`src/rtl/mult32x32_fast_fsm.sv`:
```
// Control FSM for the 32x32 fast sequential multiplier; sequences byte/word partial products.
// Optional MULT_FSM_DONE_EN adds a one-cycle registered done pulse in the product-valid cycle.
module mult32x32_fast_fsm #(
  parameter bit SKIP_EN = 1'b1
) (
  input  logic       clk,
  input  logic       reset,
  input  logic       start,
  input  logic       a_msb_is_0,
  input  logic       b_msw_is_0,
  output logic       busy,
  output logic [1:0] a_sel,
  output logic       b_sel,
  output logic [2:0] shift_sel,
  output logic       upd_prod,
  output logic       clr_prod
`ifdef MULT_FSM_DONE_EN
  ,
  output logic       done
`endif
);

  typedef enum logic [3:0] {
    IDLE, S00, S10, S20, S30, S01, S11, S21, S31
  } state_t;

  state_t state_reg, state_next;
  logic   skip_a, skip_b;

  assign skip_a = SKIP_EN && a_msb_is_0;
  assign skip_b = SKIP_EN && b_msw_is_0;

  always_ff @(posedge clk or posedge reset) begin
    if (reset) state_reg <= IDLE;
    else       state_reg <= state_next;
  end

  always_comb begin
    state_next = state_reg;
    busy       = 1'b1;
    upd_prod   = 1'b1;
    clr_prod   = 1'b0;
    a_sel      = 2'd0;
    b_sel      = 1'b0;
    case (state_reg)
      IDLE: begin
        busy     = 1'b0;
        upd_prod = 1'b0;
        // Gated so the clear strobe stays low while reset is held.
        clr_prod = start && !reset;
        if (start) state_next = S00;
      end
      S00: state_next = S10;
      S10: begin
        a_sel      = 2'd1;
        state_next = S20;
      end
      S20: begin
        a_sel = 2'd2;
        if (!skip_a)     state_next = S30;
        else if (skip_b) state_next = IDLE;
        else             state_next = S01;
      end
      S30: begin
        a_sel      = 2'd3;
        state_next = skip_b ? IDLE : S01;
      end
      S01: begin
        b_sel      = 1'b1;
        state_next = S11;
      end
      S11: begin
        a_sel      = 2'd1;
        b_sel      = 1'b1;
        state_next = S21;
      end
      S21: begin
        a_sel      = 2'd2;
        b_sel      = 1'b1;
        state_next = skip_a ? IDLE : S31;
      end
      S31: begin
        a_sel      = 2'd3;
        b_sel      = 1'b1;
        state_next = IDLE;
      end
      default: begin
        busy       = 1'b0;
        upd_prod   = 1'b0;
        state_next = IDLE;
      end
    endcase
  end

  // Partial product (byte i, word j) lands at bit 8*i + 16*j.
  assign shift_sel = {1'b0, a_sel} + {1'b0, b_sel, 1'b0};

`ifdef MULT_FSM_DONE_EN
  logic done_reg;

  always_ff @(posedge clk or posedge reset) begin
    if (reset) done_reg <= 1'b0;
    else       done_reg <= (state_reg != IDLE) && (state_next == IDLE);
  end

  assign done = done_reg;
`endif

endmodule

```
`config.mk`:
```
export PLATFORM = sky130hd
export DESIGN_NAME = mult32x32_fast_fsm
export DESIGN_NICKNAME = d
export VERILOG_FILES = /design/src/rtl/mult32x32_fast_fsm.sv
export SDC_FILE = /design/constraint.sdc
export NUM_CORES = 1
export LEC_CHECK = 0
export BUFFER_PORTS_ARGS = -buffer_cell sky130_fd_sc_hd__buf_2
export CAP_MARGIN = 5
export CORE_AREA = 3 3 40 42
export DETAILED_ROUTE_END_ITERATION = 7
export DIE_AREA = 0 0 43 45
export PLACE_DENSITY = 0.49
export SLEW_MARGIN = 20
export SYNTH_ARGS = -nofsm -noshare
export SYNTH_HDL_FRONTEND = slang
export SYNTH_SLANG_ARGS = --single-unit
```
`constraint.sdc`:
```
create_clock -name clk -period 1.2 [get_ports clk]
set_clock_uncertainty 0.05 [all_clocks]
set_input_delay 0.18 -clock clk [delete_from_list [all_inputs] [get_ports clk]]
set_output_delay 0.18 -clock clk [all_outputs]
set_load 0.01 [all_outputs]
```
; Yosys cells after proc, flatten, opt, wreduce, memory -nomap -nowiden
; Index checks and enable logic that the tools add are counted.
[word_totals]
register_bits = 4
latch_bits = 0
mem_bits_rw = 0
mem_bits_ro = 0
inputBits = 5
out_inout_bits = 9
word_cells = 28
mem_count = 0
[op_classes]
n_addsub = 1
multipliers = 0
div_mod_pow = 0
magnitude_cmp = 0
n_eq_ne = 9
n_shift = 0
mux = 9
bitwise = 0
reduce_logical = 8
[op_table]
columns = cell, count
row1 = case mux 4 bit (8 select lines), 1
row2 = == test 4 x 3 -> 1 bit (second input constant), 4
row3 = == test 4 x 2 -> 1 bit (second input constant), 2
row4 = two-way mux 4 bit, 2
row5 = OR reduction 8 bit, 1
row6 = two-way mux 3 bit, 2
row7 = case mux 2 bit (3 select lines), 1
row8 = OR reduction 2 bit, 3
row9 = == test 4 x 1 -> 1 bit (second input constant), 1
row10 = == test 4 bit (second input constant), 1
row11 = zero test 4 bit, 1
row12 = OR reduction 4 bit, 1
row13 = adder 2 x 2 -> 3 bit, 1
row14 = two-way mux 1 bit, 3
row15 = inequality test 2 bit (second input constant), 1
row16 = logical AND 1 bit, 1
row17 = zero test 1 bit, 1

; Longest topological paths before layout
; Gate-level depths: netlist (run 1).
[depth]
ltp_word = 4
ltp_mapped = 5
mapped_depth_nobuf = 4

; Least setup slack after synthesis (run 1)
; OpenSTA, ideal clock, no wires.
[synth_path]
path_type = reg-to-output
from = reg state_reg[2]
to = out shift_sel[1]
arrival_ns = 1.395
required_ns = 0.970
setup_slack_ns = -0.425
stages_incl_launch_ff = 5
path_buffers = 1
path_cell_list = dfrtp_1 > buf_2 > xnor2_1 > o31ai_1 > ha_1
[synth_between]
elab_chain_len = 4
elab_cells_between_ends = 14
classes_between = add/sub: 1 / eq/ne: 7 / mux: 2 / reduce/logical: 4
[synth_lines]
columns = element, line_no
row1 = from (decl), 27  ; state_t state_reg, state_next;
row2 = from (signal assigned), 35  ; else state_reg <= state_next;
row3 = == test 4 x 3 -> 1 bit (tied with other cells), 45  ; case (state_reg)
row4 = OR reduction 2 bit (no source line), n/a
row5 = case mux 2 bit (3 select lines) *, 45
row6 = net a_sel[1], 12  ; output logic [1:0] a_sel,
row7 = adder 2 x 2 -> 3 bit *, 96  ; assign shift_sel = {1'b0, a_sel} + {1'b0, b_sel, 1'b0};
row8 = to (decl), 14  ; output logic [2:0] shift_sel,
; Mark *: on every way through the listed nets, which the timed path passes. The rest lies on a longest branch.

; Worst setup path in the final report (run 1)
[layout_path]
from = reg state_reg[2]
to = out shift_sel[1]
[layout_between]
elab_chain_len = 4
elab_cells_between_ends = 14
classes_between = add/sub: 1 / eq/ne: 7 / mux: 2 / reduce/logical: 4
[layout_lines]
columns = element, line_no
row1 = == test 4 x 3 -> 1 bit (tied with other cells), 45
row2 = OR reduction 2 bit (no source line) / OR reduction 4 bit (equally long branches), n/a
row3 = case mux 2 bit (3 select lines) / two-way mux 1 bit (equally long branches), 45
row4 = adder 2 x 2 -> 3 bit *, 96
; Every way passes the cells marked *; elsewhere a longest branch is shown, timed or not.

==> results of run 1 <==
## worst paths after layout
check / end / depth (start not counted) / slack (ns) / startpoint
setup reg to reg: state_reg[0]$_DFFE_PP0P_ / 4 / -0.21 / state_reg[2]$_DFFE_PP0P_
hold / removal: state_reg[3]$_DFFE_PP0P_ / 2 / 0.08 / a_msb_is_0
max in group asynchronous: state_reg[3]$_DFFE_PP0P_ / 3 / 0.59 / reset
min in group asynchronous: state_reg[0]$_DFFE_PP0P_ / 3 / 0.34 / reset
setup / recovery: shift_sel[1] / 4 / -0.45 / state_reg[2]$_DFFE_PP0P_
hold reg to reg: state_reg[1]$_DFFE_PP0P_ / 2 / 0.62 / state_reg[3]$_DFFE_PP0P_
## what timing repair did
action                     4_1_cts  5_1_grt
hold endpoints to repair         4        0
pin swaps                        3        1
gates resized for setup          9        3
hold buffers                     1        0
setup buffers                    1        1
setup endpoints to repair       11       11
## Yosys cell counts
library cell / count
nand4b_1: 1
dfrtp_1: 4
nor4_1: 1
nor3_1: 1
xor2_1: 1
nor2_1: 6
o21ai_0: 1
or3b_1: 1
xnor2_1: 3
o31ai_1: 1
buf_4: 2
nand3b_1: 2
and3_1: 2
o21a_1: 1
buf_2: 4
nand2b_1: 4
ha_1: 1
a21oi_1: 4
inv_1: 1
nand2_1: 1
## cell families (layout without fill, tap and decap cells)
logic type,after synthesis,count (layout),share of synthesized area
XOR/XNOR,4,4,0.105
AO/OA/AOI/OAI,7,7,0.120
adder cells (fa/ha/maj),1,1,0.0374
buffers and inverters,7,27,0.116
flip-flops,4,4,0.300
AND/OR/NAND/NOR,19,19,0.322
## power breakdown
part / internal [µW] / switching, µW
combinational: 642 / 539
clock: 111 / 48.7
sequential: 198 / 89.6
total: 952 / 677
## layout by cell type, fill, tap and decap left out, types with 2 or more instances in the layout
| cell type | count |
|---|---|
| a21oi_1 | 4 |
| and3_1 | 2 |
| buf_2 | 10 |
| buf_4 | 7 |
| buf_6 | 5 |
| clkbuf_4 | 3 |
| dfrtp_2 | 3 |
| nand2b_1 | 4 |
| nand3b_1 | 2 |
| nor2_1 | 3 |
| nor2_2 | 3 |
| xnor2_1 | 2 |
## critical path, cell delays in order (launching register included)
cell and delay [ns]:
dfrtp_2 0.44, xnor2_4 0.16, o31ai_4 0.23, ha_4 0.24
buf_6 0.11
## final cells by class
class | count | area (µm²)
clock buffers | 3 | 22.5
fillers | 124 | 698
inverters | 1 | 3.75
multi-input cells | 31 | 269
flip-flops and latches | 4 | 104
well taps | 15 | 18.8
repair buffers | 23 | 169
## per-stage QoR
step	setup TNS, ns	setup WS, ns	instance area [µm²]
global placement	-1.83	-0.279	489
floorplan	-0.604	-0.236	407
finish	-3.33	-0.447	587
CTS	-3.54	-0.471	566
detailed placement	-2.06	-0.325	489
global route	-4.10	-0.511	587
## per-layer routing
metal,part of all wire,vias to the layer above,global-route usage
met5,0,-,0
met4,0,0,0.0361
met3,0.069,0,0.0438
met2,0.52,10,0.147
met1,0.41,161,0.0983
li1,-,181,-
==> qor.yml, run 1 <==
drive_gt1_frac: 0.597
root_buffer: "clkbuf_4"
cts_buffer_depth: 2
outcome: "finished with violations"
syn2layout_area_growth_pct: 75.7
cp-start-kind: "flop"
htreeDepth: 1
synthTopCellsByArea: "dfrtp_1 30%, xnor2_1 7.9%, nand2b_1 7.5%"
ys_warn_count: 0
vdd_drop_max_mv: 0.993
placedCellCount: 71
worst_pin_slew_ns: 0.245
crit_type: "flop to primary output"
avgSynthCellArea_um2: 7.95
fmaxAchievable_ghz: 0.607
min_path_type: "input pin to flop"
die_y_um: 45
rsz0062_at_grt: "true"
viasPerCell: 4.57
routedWlPerCell_um: 9.75
gp_congestion: 0.676
fin_crit_sh: 1.37
clkSlewWorstSetupHoldPaths_ns: 0.04
layout.nets: 70
worst_setup_path_end_kind: "primary output"
final_core_util: 0.457
core_area_um2: 1280
hpwlAfterDp_um: 646
syn_nets: 48
synthCells: 42
dieArea_um2: 1940
diodes: 0
via_count: 352
synth_seq_cells: 4
max-cap-violations: 0
yosysSeqAreaShare: 0.300
finalCriticalPeriod_ns: 1.65
grt_max_degree: 10
firstDrtPassIters: 2
cts_tree: "built"
synth_top_area_frac: 0.300
synth_area_um2: 334
drt_drc_violations_left: 0
drtAntennaViolNets: 0
grt_pass1_vias: 303
powerDensity_nw_per_um2: 2780
cp.arrival_ns: 1.42
stdcell_count: 77
drt_iter0_drc: 4
required_ns: 0.97
setup_violations: 10
antenna_found_initial: 0
largest_reg_flops: 4
yosys.cell_types.count: 20
portBuffers: 13
whs_ns: 0.0796
grt_pass1_wl_um: 1280
yosys.area.top_type: "dfrtp_1"
violations: "setup timing"
initial_core_util: 0.260
relSlewSlack: 0.837
design.portCount: 14
slew_viol_final: 0
total_power_uw: 1630
grt-ovfl-total: 0
rows: 13
finalHoldViolations: 0
cp_max_fo: 4
cts.sinks: 4
gr-usage-all-layers: 0.0889
cts-buffers-inserted: 3
finalWirelength_um: 751
clk_latency_ns: 0.23
timing.final.ws_setup_ns: -0.447
die_w_um: 43
leakage_uw: 0.000264
No activity file was read; power rests on OpenSTA's default activity.
==> run 2, diff against run 1 <==
--- a/config.mk
+++ b/config.mk
@@ -11,6 +11,7 @@
 export DETAILED_ROUTE_END_ITERATION = 7
 export DIE_AREA = 0 0 43 45
 export PLACE_DENSITY = 0.49
+export REMOVE_ABC_BUFFERS = 1
 export SLEW_MARGIN = 20
 export SYNTH_ARGS = -nofsm -noshare
 export SYNTH_HDL_FRONTEND = slang
==> run 2 against run 1 <==
  * The run still ends with setup timing left
  * Hold slack worse by 0.012 ns
  * Critical path depth is 1 higher
  * Sequential share of layout area is 1.8 points higher
  * Power is 12% lower
  * First-iteration DRC count is the same
  * Wire length up 13%
  * Count of clock-buffer cells in the layout stayed put
  * Via count decreased by 0.57%
  * Sequential power decreased by 2%
  * Die area stayed put
  * Cell count fell by 1.3%
==> qor.yml, run 2 (synthesis results as in run 1) <==
timing.final.ws_setup_ns: -0.448  # was -0.447 ns
largest_reg_flops: 4  # unchanged
rsz0062_at_grt: "true"  # unchanged
drtAntennaViolNets: 0  # unchanged
fin_area_um2: 527  # was 587 µm²
whs_ns: 0.0679  # was 0.0796 ns
finalHoldViolations: 0  # unchanged
setup_violations: 11  # was 10
fin_tns_setup_ns: -2.92  # was -3.33 ns
violations: "setup timing"  # unchanged
core_area_um2: 1280  # unchanged
outcome: "finished with violations"  # unchanged
clkSlewWorstSetupHoldPaths_ns: 0.04  # about the same
multi_input_area_um2: 240  # was 269 µm²
cts_tree: "built"  # unchanged
rows: 13  # unchanged
hp-start: "a_msb_is_0"  # unchanged
drt_iter0_drc: 4  # unchanged
gr-usage-all-layers: 0.0878  # was 0.0889
fillers: 136  # was 124
htreeDepth: 1  # unchanged
clk_latency_ns: 0.23  # about the same
mostFrequentLayoutCells: "13 x buf_2, 7 x buf_4, 4 x nor2_1, 4 x nand2b_1"  # was 10 x buf_2, 7 x buf_4, 5 x buf_6
portBuffers: 13  # unchanged
syn2layout_area_growth_pct: 57.7  # was 75.7%
fmaxAchievable_ghz: 0.607  # about the same
worst_pin_slew_ns: 0.214  # was 0.245 ns
finalWirelength_um: 850  # was 751 µm
die_y_um: 45  # unchanged
antenna_found_initial: 0  # unchanged
grt_pass1_wl_um: 1230  # was 1280 µm
crit_type: "flop to primary output"  # unchanged
min_path_type: "input pin to flop"  # unchanged
postPlaceCellArea_um2: 435  # was 489 µm²
relSlewSlack: 0.856  # was 0.837
regArea_um2: 103  # was 104 µm²
drive_gt1_frac: 0.574  # was 0.597
crit_path_start: "state_reg[2]$_DFFE_PP0P_"  # unchanged
required_ns: 0.97  # about the same
cp.arrival_ns: 1.42  # about the same
layout.nets: 69  # was 70
root_buffer: "clkbuf_4"  # unchanged
firstDrtPassIters: 3  # was 2
powerDensity_nw_per_um2: 2730  # was 2780 nW/µm²
drt_drc_violations_left: 0  # unchanged
stdcell_count: 76  # was 77
grt_max_degree: 9  # was 10
die_w_um: 43  # unchanged
cp_max_fo: 6  # was 4
cts-buffers-inserted: 3  # unchanged
diodes: 0  # unchanged
slew_viol_final: 0  # unchanged
r2r-start: "state_reg[2]$_DFFE_PP0P_"  # unchanged
hpwlAfterDp_um: 604  # was 646 µm
design.portCount: 14  # unchanged
leakage_uw: 0.000256  # was 0.000264 µW
cts_buffer_depth: 2  # unchanged
viasPerCell: 4.61  # was 4.57
cts.sinks: 4  # unchanged
routedWlPerCell_um: 11.2  # was 9.75 µm
grt-ovfl-total: 0  # unchanged
initial_core_util: 0.260  # unchanged
grt_pass1_vias: 300  # was 303
via_count: 350  # was 352
dieArea_um2: 1940  # unchanged
fin_crit_sh: 1.37  # about the same
finalCriticalPeriod_ns: 1.65  # about the same
placedCellCount: 71  # unchanged
cp-start-kind: "flop"  # unchanged
worst_setup_path_end_kind: "primary output"  # unchanged
final_common_cell: "buf_2"  # unchanged
max-cap-violations: 0  # unchanged
gp_congestion: 0.705  # was 0.676
vdd_drop_max_mv: 0.837  # was 0.993 mV
total_power_uw: 1440  # was 1630 µW
run 2: critical path, cell delays in order (launching register included):
cell      delay (ns)
dfrtp_1         0.40
buf_4           0.18
nand3b_1        0.17
o21ai_2         0.07
ha_1            0.23
buf_2           0.14
run 2: what timing repair did:
action | CTS | global route
hold endpoints to repair | 4 | 0
setup buffers | 0 | 1
endpoints found under the setup margin | 11 | 11
pin swaps | 1 | 1
gates resized for setup | 4 | 10
hold buffers | 1 | 0
run 2: path summary, 6_finish.rpt:
check	endpoint	slack [ns]	cells after the start
max in group asynchronous	state_reg[1]$_DFFE_PP0P_	0.59	3
min in group asynchronous	state_reg[2]$_DFFE_PP0P_	0.35	3
min	state_reg[3]$_DFFE_PP0P_	0.07	2
max reg2reg	state_reg[0]$_DFFE_PP0P_	-0.12	4
max	shift_sel[1]	-0.45	5
min reg2reg	state_reg[1]$_DFFE_PP0P_	0.59	2
run 2: per-stage QoR:
step	worst slack (ns)	util
after CTS	-0.492	0.374
final	-0.448	0.410
after global placement	-0.219	0.339
after detailed placement	-0.241	0.339
after global routing	-0.531	0.410
after floorplan	-0.398	-
run 2: layout make-up:
cell class	instances	share of cell area
clock buffer	3	0.0428
tap	15	0.0356
multi-input combinational	31	0.456
inverter	1	0.00713
timing repair buffer	22	0.264
sequential	4	0.195
run 2: metal layers:
metal | vias to the layer above | track usage | part of all wire
met5 | - | 0 | 0
met1 | 160 | 0.0976 | 0.42
li1 | 178 | - | -
met2 | 10 | 0.141 | 0.51
met3 | 2 | 0.0359 | 0.060
met4 | 0 | 0.0542 | 0.0094
run 2: report_power, final:
part           switching [µW]  internal, µW  total (µW)
clock                    53.1           112         165
combinational             488           501         990
sequential               87.4           195         282
total                     629           808        1440
==> run 3, diff against run 2 <==
--- a/config.mk
+++ b/config.mk
@@ -5,12 +5,13 @@
 export SDC_FILE = /design/constraint.sdc
 export NUM_CORES = 1
 export LEC_CHECK = 0
+export ABC_AREA = 1
 export BUFFER_PORTS_ARGS = -buffer_cell sky130_fd_sc_hd__buf_2
 export CAP_MARGIN = 5
 export CORE_AREA = 3 3 40 42
 export DETAILED_ROUTE_END_ITERATION = 7
 export DIE_AREA = 0 0 43 45
-export PLACE_DENSITY = 0.49
+export PLACE_DENSITY = 0.47
 export REMOVE_ABC_BUFFERS = 1
 export SLEW_MARGIN = 20
 export SYNTH_ARGS = -nofsm -noshare
==> run 3 against run 2 <==
  * The run still ends with setup timing left
  * Count of clock-buffer cells in the layout is the same
  * Final area rose by 21%
  * Wire length rose by 11%
  * Sequential share of layout area is 3.8 points lower
  * Synthesized area shrank 6.4%
  * Clock power increased by 5%
  * Critical endpoint unchanged
  * Largest power group unchanged
==> qor.yml, run 3 <==
pre_cts_ws_ns: -0.308  # was -0.241 ns
cp_max_fo: 4  # was 6
powerDensity_nw_per_um2: 2990  # was 2730 nW/µm²
grt_pass1_wl_um: 1410  # was 1230 µm
grt_pass1_vias: 360  # was 300
viasPerCell: 4.24  # was 4.61
hpwlAfterDp_um: 677  # was 604 µm
synth_edf_count: 0  # unchanged
fmaxAchievable_ghz: 0.575  # was 0.607 GHz
synthTopCellsByCount: "9 x inv_1, 9 x nand3_1, 5 x nand2_1"  # was 6 x nor2_1, 4 x a21oi_1, 4 x buf_2, 4 x dfrtp_1, 4 x nand2b_1
worst_setup_path_end_kind: "primary output"  # unchanged
cp-start-kind: "flop"  # unchanged
syn2layout_area_growth_pct: 104  # was 57.7%
cts.sinks: 4  # unchanged
synth_ff_type: "dfrtp_1"  # unchanged
drtAntennaViolNets: 0  # unchanged
async_reset_ff_frac: 1.00  # unchanged
postPlaceCellArea_um2: 464  # was 435 µm²
synthTopCellsByArea: "dfrtp_1 32%, nand3_1 14%, inv_1 11%"  # was dfrtp_1 30%, xnor2_1 7.9%, nand2b_1 7.5%
mostFrequentLayoutCells: "16 x buf_4, 9 x inv_1, 8 x buf_2, 8 x buf_6, 6 x nand3_1"  # was 13 x buf_2, 7 x buf_4, 4 x nor2_1, 4 x nand2b_1
cp.arrival_ns: 1.51  # was 1.42 ns
vdd_drop_max_mv: 1.06  # was 0.837 mV
gp_congestion: 0.734  # was 0.705
portBuffers: 13  # unchanged
diodes: 0  # unchanged
dieArea_um2: 1940  # unchanged
die_w_um: 43  # unchanged
layout.nets: 87  # was 69
htreeDepth: 1  # unchanged
core_area_um2: 1280  # unchanged
rsz0062_at_grt: "true"  # unchanged
antenna_found_initial: 0  # unchanged
rows: 13  # unchanged
fin_crit_sh: 1.45  # was 1.37
violations: "setup timing"  # unchanged
drt_iter0_drc: 7  # was 4
max-cap-violations: 0  # unchanged
finalWirelength_um: 944  # was 850 µm
synthCells: 45  # was 42
outcome: "finished with violations"  # unchanged
synth_seq_cells: 4  # unchanged
drt_drc_violations_left: 0  # unchanged
worst_pin_slew_ns: 0.189  # was 0.214 ns
relSlewSlack: 0.873  # was 0.856
cts_tree: "built"  # unchanged
largest_reg_flops: 4  # unchanged
setup_violations: 10  # was 11
whs_ns: 0.0754  # was 0.0679 ns
cts-buffers-inserted: 3  # unchanged
yosys.area.top_type: "dfrtp_1"  # unchanged
final_common_cell: "buf_4"  # was buf_2
routedWlPerCell_um: 10.0  # was 11.2 µm
grt_max_degree: 5  # was 9
finalHoldViolations: 0  # unchanged
final_core_util: 0.498  # was 0.410
fin_tns_setup_ns: -3.52  # was -2.92 ns
min_path_type: "input pin to flop"  # unchanged
yosys.cell_types.count: 16  # was 20
gr-usage-all-layers: 0.108  # was 0.0878
required_ns: 0.97  # about the same
synth_top_area_frac: 0.320  # was 0.300
die_y_um: 45  # unchanged
via_count: 399  # was 350
finalCriticalPeriod_ns: 1.74  # was 1.65 ns
initial_core_util: 0.243  # was 0.260
yosysSeqAreaShare: 0.320  # was 0.300
design.portCount: 14  # unchanged
firstDrtPassIters: 2  # was 3
drive_gt1_frac: 0.620  # was 0.574
crit_type: "flop to primary output"  # unchanged
grt-ovfl-total: 0  # unchanged
timing.final.ws_setup_ns: -0.540  # was -0.448 ns
cts_buffer_depth: 2  # unchanged
clkSlewWorstSetupHoldPaths_ns: 0.04  # about the same
avgSynthCellArea_um2: 6.95  # was 7.95 µm²
synth_area_um2: 313  # was 334 µm²
slew_viol_final: 0  # unchanged
leakage_uw: 0.000362  # was 0.000256 µW
ys_warn_count: 0  # unchanged
fin_area_um2: 639  # was 527 µm²
clk_latency_ns: 0.24  # was 0.23 ns
root_buffer: "clkbuf_4"  # unchanged
-- run 3: cell types whose count changed after synthesis, moves of 2 or more --
cell and delta:
nor2_1 -4, and3_1 -2, buf_2 -4, nand3b_1 -2, a21oi_1 -4, inv_2 +3
nand3_1 +9, nand2_1 +4, xnor2_1 -3, inv_1 +8, nor2_2 +2, nand2b_1 -4
-- run 3: final cells by class --
type / instances / area [µm²]
sequential: 4 / 100
timing repair buffer: 33 / 260
clock buffer: 3 / 22.5
inverter: 12 / 45.0
multi-input combinational: 27 / 193
tap: 15 / 18.8
fill: 124 / 646
-- run 3: per-layer routing --
metal | GRT usage | share of wire
met1 | 0.114 | 0.38
met2 | 0.165 | 0.54
met3 | 0.0239 | 0.046
met4 | 0.127 | 0.031
met5 | 0 | 0
-- run 3: power by group --
| group | internal, µW | leakage [µW] | switching (µW) |
|---|---|---|---|
| clock | 112 | 0.0000138 | 61.3 |
| combinational | 827 | 0.000298 | 668 |
| sequential | 193 | 0.0000500 | 50.2 |
| total | 1130 | 0.000362 | 780 |
-- run 3: worst paths after layout --
| path | slack, ns | start | cells after the start | to |
|---|---|---|---|---|
| min | 0.08 | a_msb_is_0 | 2 | state_reg[3]$_DFFE_PP0P_ |
| max | -0.54 | state_reg[1]$_DFFE_PP0P_ | 6 | shift_sel[1] |
| min in group asynchronous | 0.34 | reset | 3 | state_reg[3]$_DFFE_PP0P_ |
| max in group asynchronous | 0.60 | reset | 3 | state_reg[0]$_DFFE_PP0P_ |
| min reg2reg | 0.67 | state_reg[3]$_DFFE_PP0P_ | 4 | state_reg[3]$_DFFE_PP0P_ |
| max reg2reg | -0.11 | state_reg[0]$_DFFE_PP0P_ | 10 | state_reg[0]$_DFFE_PP0P_ |
-- run 3: timing repair --
| item | CTS | global route |
|---|---|---|
| hold buffers | 1 | 0 |
| endpoints found under the hold margin | 4 | 0 |
| gates cloned | 0 | 0 |
| pin swaps | 5 | 4 |
| resized for setup | 7 | 11 |
| buffers inserted | 3 | 5 |
| setup endpoints to repair | 9 | 11 |
-- run 3: critical path, cell delays in order, from the launching register on --
cell and delay (ns):
dfrtp_1 0.39, nor2_4 0.17, nand3_2 0.11, o21a_1 0.15, o21ai_2 0.07, ha_1 0.24
buf_2 0.14
-- run 3: cell families after synthesis --
logic type                 count (synthesis)  synth area share
AOI/OAI and AO/OA                          4            0.0920
DFF                                        4             0.320
buffers and inverters                     14             0.192
and+or+nand+nor                           22             0.356
adders and majority gates                  1            0.0400
-- run 3: metrics by stage --
stage / total power, µW / cells
after CTS: 1610 / 89
after floorplan: 764 / 43
after global placement: 1240 / 82
final: 1910 / 94
after global routing: 2060 / 94
after detailed placement: 1240 / 82
